<file path="src/rtl/dip_axis_pkg.sv">
// Shared types for the DIP AXI4-Stream front-end blocks.
package dip_axis_pkg;

  // Border generator sequencer states.
  typedef enum logic [2:0] {
    ST_IDLE   = 3'd0,
    ST_TOP    = 3'd1,
    ST_LEFT   = 3'd2,
    ST_DATA   = 3'd3,
    ST_RIGHT  = 3'd4,
    ST_BOTTOM = 3'd5
  } bgen_state_e;

  // Output tuser bit positions.
  localparam int TU_SOF    = 0;
  localparam int TU_BORDER = 1;
  localparam int TU_EOF    = 2;
  localparam int TUSER_W   = 3;

endpackage

</file>
<file path="src/rtl/axis_img_border_gen_ext_if.sv">
// AXI4-Stream beat bundle with source (master) and sink (slave) views.
interface axis_img_border_gen_ext_if #(
  parameter int DATA_W = 16,
  parameter int USER_W = 1
);
  logic [DATA_W-1:0] tdata;
  logic              tvalid;
  logic              tready;
  logic              tlast;
  logic [USER_W-1:0] tuser;

  modport master (output tdata, tvalid, tlast, tuser, input tready);
  modport slave  (input tdata, tvalid, tlast, tuser, output tready);
endinterface

</file>
<file path="src/rtl/axis_img_border_gen_ext.sv">
// Wraps each input frame in a BORDER_W-wide border on all four sides.
// Data beats pass through combinationally; border beats come from config
// or from the row's edge pixels. x/y count output columns/rows.
module axis_img_border_gen_ext
  import dip_axis_pkg::*;
#(
  parameter int DATA_W    = 16,
  parameter int IMG_RES_X = 336,
  parameter int IMG_RES_Y = 256,
  parameter int BORDER_W  = 1,
  parameter int CNT_W     = 16
) (
  input  logic                      axis_aclk,
  input  logic                      axis_areset,
  input  logic [DATA_W-1:0]         cfg_border_val,
  input  logic                      cfg_h_replicate,
  axis_img_border_gen_ext_if.slave  s_axis,
  axis_img_border_gen_ext_if.master m_axis,
  output logic                      err_sof,
  output logic                      err_tlast
);

  localparam int OX = IMG_RES_X + 2 * BORDER_W;
  localparam int OY = IMG_RES_Y + 2 * BORDER_W;

  localparam logic [CNT_W-1:0] X_LAST    = CNT_W'(OX - 1);
  localparam logic [CNT_W-1:0] Y_LAST    = CNT_W'(OY - 1);
  localparam logic [CNT_W-1:0] X_L_END   = CNT_W'(BORDER_W - 1);
  localparam logic [CNT_W-1:0] Y_T_END   = CNT_W'(BORDER_W - 1);
  localparam logic [CNT_W-1:0] X_D_FIRST = CNT_W'(BORDER_W);
  localparam logic [CNT_W-1:0] Y_D_FIRST = CNT_W'(BORDER_W);
  localparam logic [CNT_W-1:0] X_D_END   = CNT_W'(BORDER_W + IMG_RES_X - 1);
  localparam logic [CNT_W-1:0] Y_D_END   = CNT_W'(BORDER_W + IMG_RES_Y - 1);

  bgen_state_e        state_q, state_d;
  logic [CNT_W-1:0]   x_q, x_d, y_q, y_d;
  logic [DATA_W-1:0]  hold_q, border_q;
  logic               rep_q;
  logic               err_sof_q, err_tlast_q;

  logic               m_vld, m_lst, s_rdy;
  logic [DATA_W-1:0]  m_dat;
  logic [TUSER_W-1:0] m_usr;
  logic               fire, d_fire, row_end, sof_seen;

  assign fire     = m_vld & m_axis.tready;
  assign d_fire   = fire & (state_q == ST_DATA);
  assign row_end  = (x_q == X_LAST);
  assign sof_seen = (state_q == ST_IDLE) & s_axis.tvalid & s_axis.tuser[0];

  // State and position registers.
  always_ff @(posedge axis_aclk or posedge axis_areset) begin
    if (axis_areset) begin
      state_q <= ST_IDLE;
      x_q     <= '0;
      y_q     <= '0;
    end else begin
      state_q <= state_d;
      x_q     <= x_d;
      y_q     <= y_d;
    end
  end

  // Sequencing: walk output raster one transferred beat at a time.
  always_comb begin
    state_d = state_q;
    x_d     = x_q;
    y_d     = y_q;
    if (state_q == ST_IDLE) begin
      if (sof_seen) begin
        state_d = ST_TOP;
        x_d     = '0;
        y_d     = '0;
      end
    end else if (fire) begin
      x_d = row_end ? '0 : x_q + CNT_W'(1);
      if (row_end) y_d = y_q + CNT_W'(1);
      case (state_q)
        ST_TOP:    if (row_end && y_q == Y_T_END) state_d = ST_LEFT;
        ST_LEFT:   if (x_q == X_L_END) state_d = ST_DATA;
        ST_DATA:   if (x_q == X_D_END) state_d = ST_RIGHT;
        ST_RIGHT:  if (row_end) state_d = (y_q == Y_D_END) ? ST_BOTTOM : ST_LEFT;
        ST_BOTTOM: if (row_end && y_q == Y_LAST) begin
                     state_d = ST_IDLE;
                     y_d     = '0;
                   end
        default:   ;
      endcase
    end
  end

  // Beat sourcing per state; everything held at zero while in reset.
  always_comb begin
    m_vld = 1'b0;
    m_dat = '0;
    m_usr = '0;
    m_lst = 1'b0;
    s_rdy = 1'b0;
    if (!axis_areset) begin
      case (state_q)
        // Drop junk, but leave the SOF beat waiting so it becomes pixel 0.
        ST_IDLE:   s_rdy = ~s_axis.tuser[0];
        ST_TOP,
        ST_BOTTOM: begin
          m_vld = 1'b1;
          m_dat = border_q;
        end
        // Replicate mode peeks at the pending first pixel without taking it.
        ST_LEFT: begin
          m_vld = rep_q ? s_axis.tvalid : 1'b1;
          m_dat = rep_q ? s_axis.tdata  : border_q;
        end
        ST_DATA: begin
          m_vld = s_axis.tvalid;
          m_dat = s_axis.tdata;
          s_rdy = m_axis.tready;
        end
        ST_RIGHT: begin
          m_vld = 1'b1;
          m_dat = rep_q ? hold_q : border_q;
        end
        default: ;
      endcase
      if (state_q != ST_IDLE) begin
        m_lst            = row_end;
        m_usr[TU_SOF]    = (x_q == '0) && (y_q == '0);
        m_usr[TU_BORDER] = (state_q != ST_DATA);
        m_usr[TU_EOF]    = row_end && (y_q == Y_LAST);
      end
    end
  end

  // Frame config latch, edge-pixel hold and framing-error pulses.
  always_ff @(posedge axis_aclk or posedge axis_areset) begin
    if (axis_areset) begin
      hold_q      <= '0;
      border_q    <= '0;
      rep_q       <= 1'b0;
      err_sof_q   <= 1'b0;
      err_tlast_q <= 1'b0;
    end else begin
      err_sof_q   <= 1'b0;
      err_tlast_q <= 1'b0;
      if (sof_seen) begin
        border_q <= cfg_border_val;
        rep_q    <= cfg_h_replicate;
      end
      if (d_fire) begin
        hold_q      <= s_axis.tdata;
        err_tlast_q <= s_axis.tlast != (x_q == X_D_END);
        err_sof_q   <= s_axis.tuser[0] && !((x_q == X_D_FIRST) && (y_q == Y_D_FIRST));
      end
    end
  end

  assign m_axis.tvalid = m_vld;
  assign m_axis.tdata  = m_dat;
  assign m_axis.tuser  = m_usr;
  assign m_axis.tlast  = m_lst;
  assign s_axis.tready = s_rdy;
  assign err_sof       = err_sof_q;
  assign err_tlast     = err_tlast_q;

endmodule

</file>
<file path="src/flat_wrapper.sv">
// flat-port wrapper written by rule: the top's interface ports become plain ports
module axis_img_border_gen_ext_flat import dip_axis_pkg::*;
#(
  parameter int DATA_W    = 16,
  parameter int IMG_RES_X = 336,
  parameter int IMG_RES_Y = 256,
  parameter int BORDER_W  = 1,
  parameter int CNT_W     = 16
)
  (axis_aclk, axis_areset, cfg_border_val, cfg_h_replicate, err_sof, err_tlast, s_axis_tdata, s_axis_tvalid, s_axis_tlast, s_axis_tuser, s_axis_tready, m_axis_tdata, m_axis_tvalid, m_axis_tlast, m_axis_tuser, m_axis_tready);
  axis_img_border_gen_ext_if #(.DATA_W(DATA_W), .USER_W(1)) s_axis_i ();
  axis_img_border_gen_ext_if #(.DATA_W(DATA_W), .USER_W(3)) m_axis_i ();
  input  logic axis_aclk;
  input  logic axis_areset;
  input  logic [DATA_W-1:0] cfg_border_val;
  input  logic cfg_h_replicate;
  output logic err_sof;
  output logic err_tlast;
  input wire logic [$bits(s_axis_i.tdata)-1:0] s_axis_tdata;
  input wire logic [$bits(s_axis_i.tvalid)-1:0] s_axis_tvalid;
  input wire logic [$bits(s_axis_i.tlast)-1:0] s_axis_tlast;
  input wire logic [$bits(s_axis_i.tuser)-1:0] s_axis_tuser;
  output wire logic [$bits(s_axis_i.tready)-1:0] s_axis_tready;
  output wire logic [$bits(m_axis_i.tdata)-1:0] m_axis_tdata;
  output wire logic [$bits(m_axis_i.tvalid)-1:0] m_axis_tvalid;
  output wire logic [$bits(m_axis_i.tlast)-1:0] m_axis_tlast;
  output wire logic [$bits(m_axis_i.tuser)-1:0] m_axis_tuser;
  input wire logic [$bits(m_axis_i.tready)-1:0] m_axis_tready;
  assign s_axis_i.tdata = s_axis_tdata;
  assign s_axis_i.tvalid = s_axis_tvalid;
  assign s_axis_i.tlast = s_axis_tlast;
  assign s_axis_i.tuser = s_axis_tuser;
  assign s_axis_tready = s_axis_i.tready;
  assign m_axis_tdata = m_axis_i.tdata;
  assign m_axis_tvalid = m_axis_i.tvalid;
  assign m_axis_tlast = m_axis_i.tlast;
  assign m_axis_tuser = m_axis_i.tuser;
  assign m_axis_i.tready = m_axis_tready;
  axis_img_border_gen_ext #(.DATA_W(DATA_W), .IMG_RES_X(IMG_RES_X), .IMG_RES_Y(IMG_RES_Y), .BORDER_W(BORDER_W), .CNT_W(CNT_W)) u_core (.axis_aclk(axis_aclk), .axis_areset(axis_areset), .cfg_border_val(cfg_border_val), .cfg_h_replicate(cfg_h_replicate), .s_axis(s_axis_i), .m_axis(m_axis_i), .err_sof(err_sof), .err_tlast(err_tlast));
endmodule
</file>
<file path="config.mk">
export PLATFORM = sky130hd
export DESIGN_NAME = axis_img_border_gen_ext_flat
export DESIGN_NICKNAME = d
export VERILOG_FILES = /design/src/rtl/dip_axis_pkg.sv /design/src/rtl/axis_img_border_gen_ext_if.sv /design/src/rtl/axis_img_border_gen_ext.sv /design/src/flat_wrapper.sv
export SDC_FILE = /design/constraint.sdc
export NUM_CORES = 1
export LEC_CHECK = 0
export CORE_ASPECT_RATIO = 2
export CORE_MARGIN = 2
export CORE_UTILIZATION = 42
export DETAILED_ROUTE_END_ITERATION = 8
export GPL_TIMING_DRIVEN = 0
export MAX_ROUTING_LAYER = met4
export PLACE_DENSITY_LB_ADDON = 0.05
export SYNTH_ARGS = -nofsm -noshare
export SYNTH_HDL_FRONTEND = slang
export SYNTH_SLANG_ARGS = --single-unit
export TNS_END_PERCENT = 5
</file>
<file path="constraint.sdc">
create_clock -name axis_aclk -period 3 [get_ports axis_aclk]
set_input_delay 0.6 -clock axis_aclk [delete_from_list [all_inputs] [get_ports axis_aclk]]
set_output_delay 0.6 -clock axis_aclk [all_outputs]
set_load 0.005 [all_outputs]
</file>
==> results.cfg <==
[run_status]
outcome = finished, final reports clean

[detailed_routing]
routed_wl_microns = 10900
drt-met1-wl_microns = 4350
drc = 0
wl_per_cell_microns = 18.1
wl_met3_microns = 239
ant_nets = 0
vias = 3431
highest_layer = met4
drt_pass1_iterations = 7
initialDrtViolationCount = 270
wl_met2_microns = 6070
vias_per_cell = 5.72

[timing]
max-slew-margin-rel = 0.572
rsz0062_at_grt = true
period_share = 0.976
fmax_mhz = 342
hold_slack_ns = 0.300
tightest_slew_ns = 0.641
final_max_slew_viol_count = 0
setup_viol = 0
fin_crit_ns = 2.93
skew_ns = 0.00966
hold_violations = 0

[final_layout]
final_common_cell = dfrtp_1
fin_cells = 600
area_growth_pct = 31.5
layout_common_cells = dfrtp_1 (64), nor2_1 (60), clkdlybuf4s50_1 (56), mux2_2 (47), nand2_1 (21)
drive_gt1_frac = 0.246
nets = 537
fillers = 868

[global_routing]
grt_max_degree = 53
antenna_found_initial = 1
grt_use_total = 0.227
grt.overflow.total = 0
grt_first_pass_wirelength_microns = 17700
grt_pass1_vias = 3515

[placement]
placedCellCount = 580
place_congestion = 0.854
hpwl_microns = 7990
port_buffers = 61

[floorplan]
die_w_microns = 73.6
dieArea_sq_um = 10500
fp.coreArea_sq_um = 9380
io_pins = 63
initial_core_util = 0.434
die_h_microns = 143
num_rows = 50

[clocking]
htreeDepth = 3
worstSkewPairLatency_ns = 0.33
ctsLongestPathBuffers = 2
cts_made_buffers = 9
cts.sinks = 70
clk_pin_slew_ns = 0.06
cts-root-buf = clkbuf_16
cts_tree = built

[worst_setup_path]
timing.rr.end = u_core.x_q[2]
r2r_slack_ns = 0.45
path_class = flop to output pin
start_kind = flop
worstPathArrival_ns = 2.33
critical-path-slowest-cell = clkdlybuf4s50_1
r2r_start = u_core.state_q[0]
crit_fanout = 10
worstPathCellList = buf_4 > nand2b_1 > nand2_4 > clkbuf_8 > a222oi_1 > nor2_1 > clkdlybuf4s50_1
endpoint_kind = output pin
required_ns = 2.40
max_stage_delay_ns = 0.45
rr_worst_depth = 9

[yosys]
synth_largest_area_cell = dfrtp_1
synthFlopType = dfrtp_1
async_flop_share = 1.00
netlist_area_sq_um = 4070
synthCells = 414
synth-edff-count = 0
postSynthAreaPerCell_sq_um = 9.83
synth_top_area_share = 0.430
ys_ff_latch = 70
synth-warning-count = 0
synthTopCellsByArea = dfrtp_1 (43%), mux2_2 (13%), nor2_1 (5.7%)
syn_nets = 460
ys_types = 50
ys_seq_area_frac = 0.430

[worst_hold_path]
hold_path_class = input port to asynchronous set/reset pin

[pwr]
power.total_mw = 4.49
p_leak_nw = 2.24
powerDensity_nw_per_um2 = 839
vdd_drop_max_v = 0.000457

[run]
cap_violations = 0
==> logic make-up (layout without fill, tap and decap cells) <==
| family | count (synthesis) | after routing | share of synthesized area |
|---|---|---|---|
| other cells | 0 | 1 | 0 |
| xor+xnor | 22 | 22 | 0.0473 |
| flops | 70 | 70 | 0.430 |
| simple gates | 169 | 169 | 0.215 |
| compound gates | 62 | 62 | 0.115 |
| mux | 47 | 47 | 0.130 |
| buf+inv | 37 | 118 | 0.0406 |
| fa+ha+maj | 7 | 7 | 0.0215 |
==> synthesized netlist by cell type, types with 2 or more instances <==
| master | instances |
|---|---|
| a21oi_1 | 12 |
| a222oi_1 | 14 |
| a31oi_1 | 4 |
| and2_1 | 3 |
| and3_1 | 3 |
| and4_1 | 6 |
| buf_2 | 9 |
| buf_4 | 4 |
| clkbuf_1 | 11 |
| dfrtp_1 | 70 |
| ha_1 | 7 |
| inv_1 | 12 |
| mux2_2 | 47 |
| nand2_1 | 22 |
| nand2b_1 | 4 |
| nand3_1 | 11 |
| nand4_1 | 9 |
| nor2_1 | 62 |
| nor2_2 | 2 |
| nor2b_1 | 6 |
| nor3_1 | 12 |
| nor4_1 | 8 |
| nor4_2 | 2 |
| o2111ai_2 | 2 |
| o21ai_0 | 16 |
| o21bai_1 | 2 |
| or3_1 | 11 |
| xnor2_1 | 19 |
| xor2_1 | 3 |
==> through the flow <==
step | instance area (sq um) | worst slack [ns] | setup TNS (ns) | util
2_1_floorplan | 4070 | 0.460 | 0 | -
3_3_place_gp | 4810 | -0.510 | -39.97 | 0.513
3_5_place_dp | 4840 | -0.431 | -4.79 | 0.516
4_1_cts | 5300 | -0.0773 | -0.567 | 0.565
5_1_grt | 5350 | -0.0243 | -0.0478 | 0.570
6_report | 5350 | 0.0717 | 0 | 0.570
==> where the power goes <==
group / switching (mW) / leakage [nW] / internal, mW
sequential: 0.228 / 0.904 / 1.22
clock: 0.393 / 0.141 / 0.658
combinational: 0.960 / 1.19 / 1.03
total: 1.58 / 2.24 / 2.91
==> worst max path at each step <==
stage | to | slack [ns] | from | cells past startpoint
final | m_axis_tdata[13] | 0.07 | u_core.state_q[1] | 7
after floorplan | u_core.border_q[0] | 0.46 | axis_areset | 2
after detailed placement | m_axis_tdata[12] | -0.43 | u_core.state_q[0] | 8
after global placement | u_core.y_q[15] | -0.51 | axis_areset | 2
after CTS | m_axis_tdata[14] | -0.08 | u_core.state_q[1] | 8
after global routing | m_axis_tdata[9] | -0.02 | u_core.state_q[1] | 7
==> layer usage <==
metal / vias up / global-route usage
met4: 0 / 0.0842
met1: 1711 / 0.251
met2: 58 / 0.394
met5: - / -
met3: 13 / 0.0452
li1: 1649 / -
==> final cells by class <==
class                      instances  area, sq um  share of cell area
antenna                            1         2.50            0.000468
buffer                            23          171              0.0320
clock buffer                      11          243              0.0453
clock inverter                     4         47.5             0.00888
inverter                          12         47.5             0.00888
multi-input combinational        307         2270               0.424
sequential                        70         1760               0.329
tap                              104          130              0.0243
timing repair buffer              68          684               0.128
==> critical path: cells and delay by family, from the launching register on <==
family	cells	cell delay [ns]
simple gates	3	0.45
flops	1	0.43
compound gates	1	0.25
buf+inv	3	0.84
==> registers in the layout, summed over array words and instances, names as in the netlist <==
name and count:
u_core.hold_q 16, u_core.err_tlast 1, u_core.rep_q 1, u_core.state_q 3, u_core.border_q 16, u_core.x_q 16, u_core.err_sof 1, u_core.y_q 16
==> timing repair <==
item / CTS / global route
setup buffers: 4 / 2
resized for setup: 45 / 17
hold endpoints to repair: 0 / 0
hold buffers: 0 / 0
pin swaps: 4 / 4
endpoints found under the setup margin: 19 / 17
No activity file was read; power rests on OpenSTA's default activity.
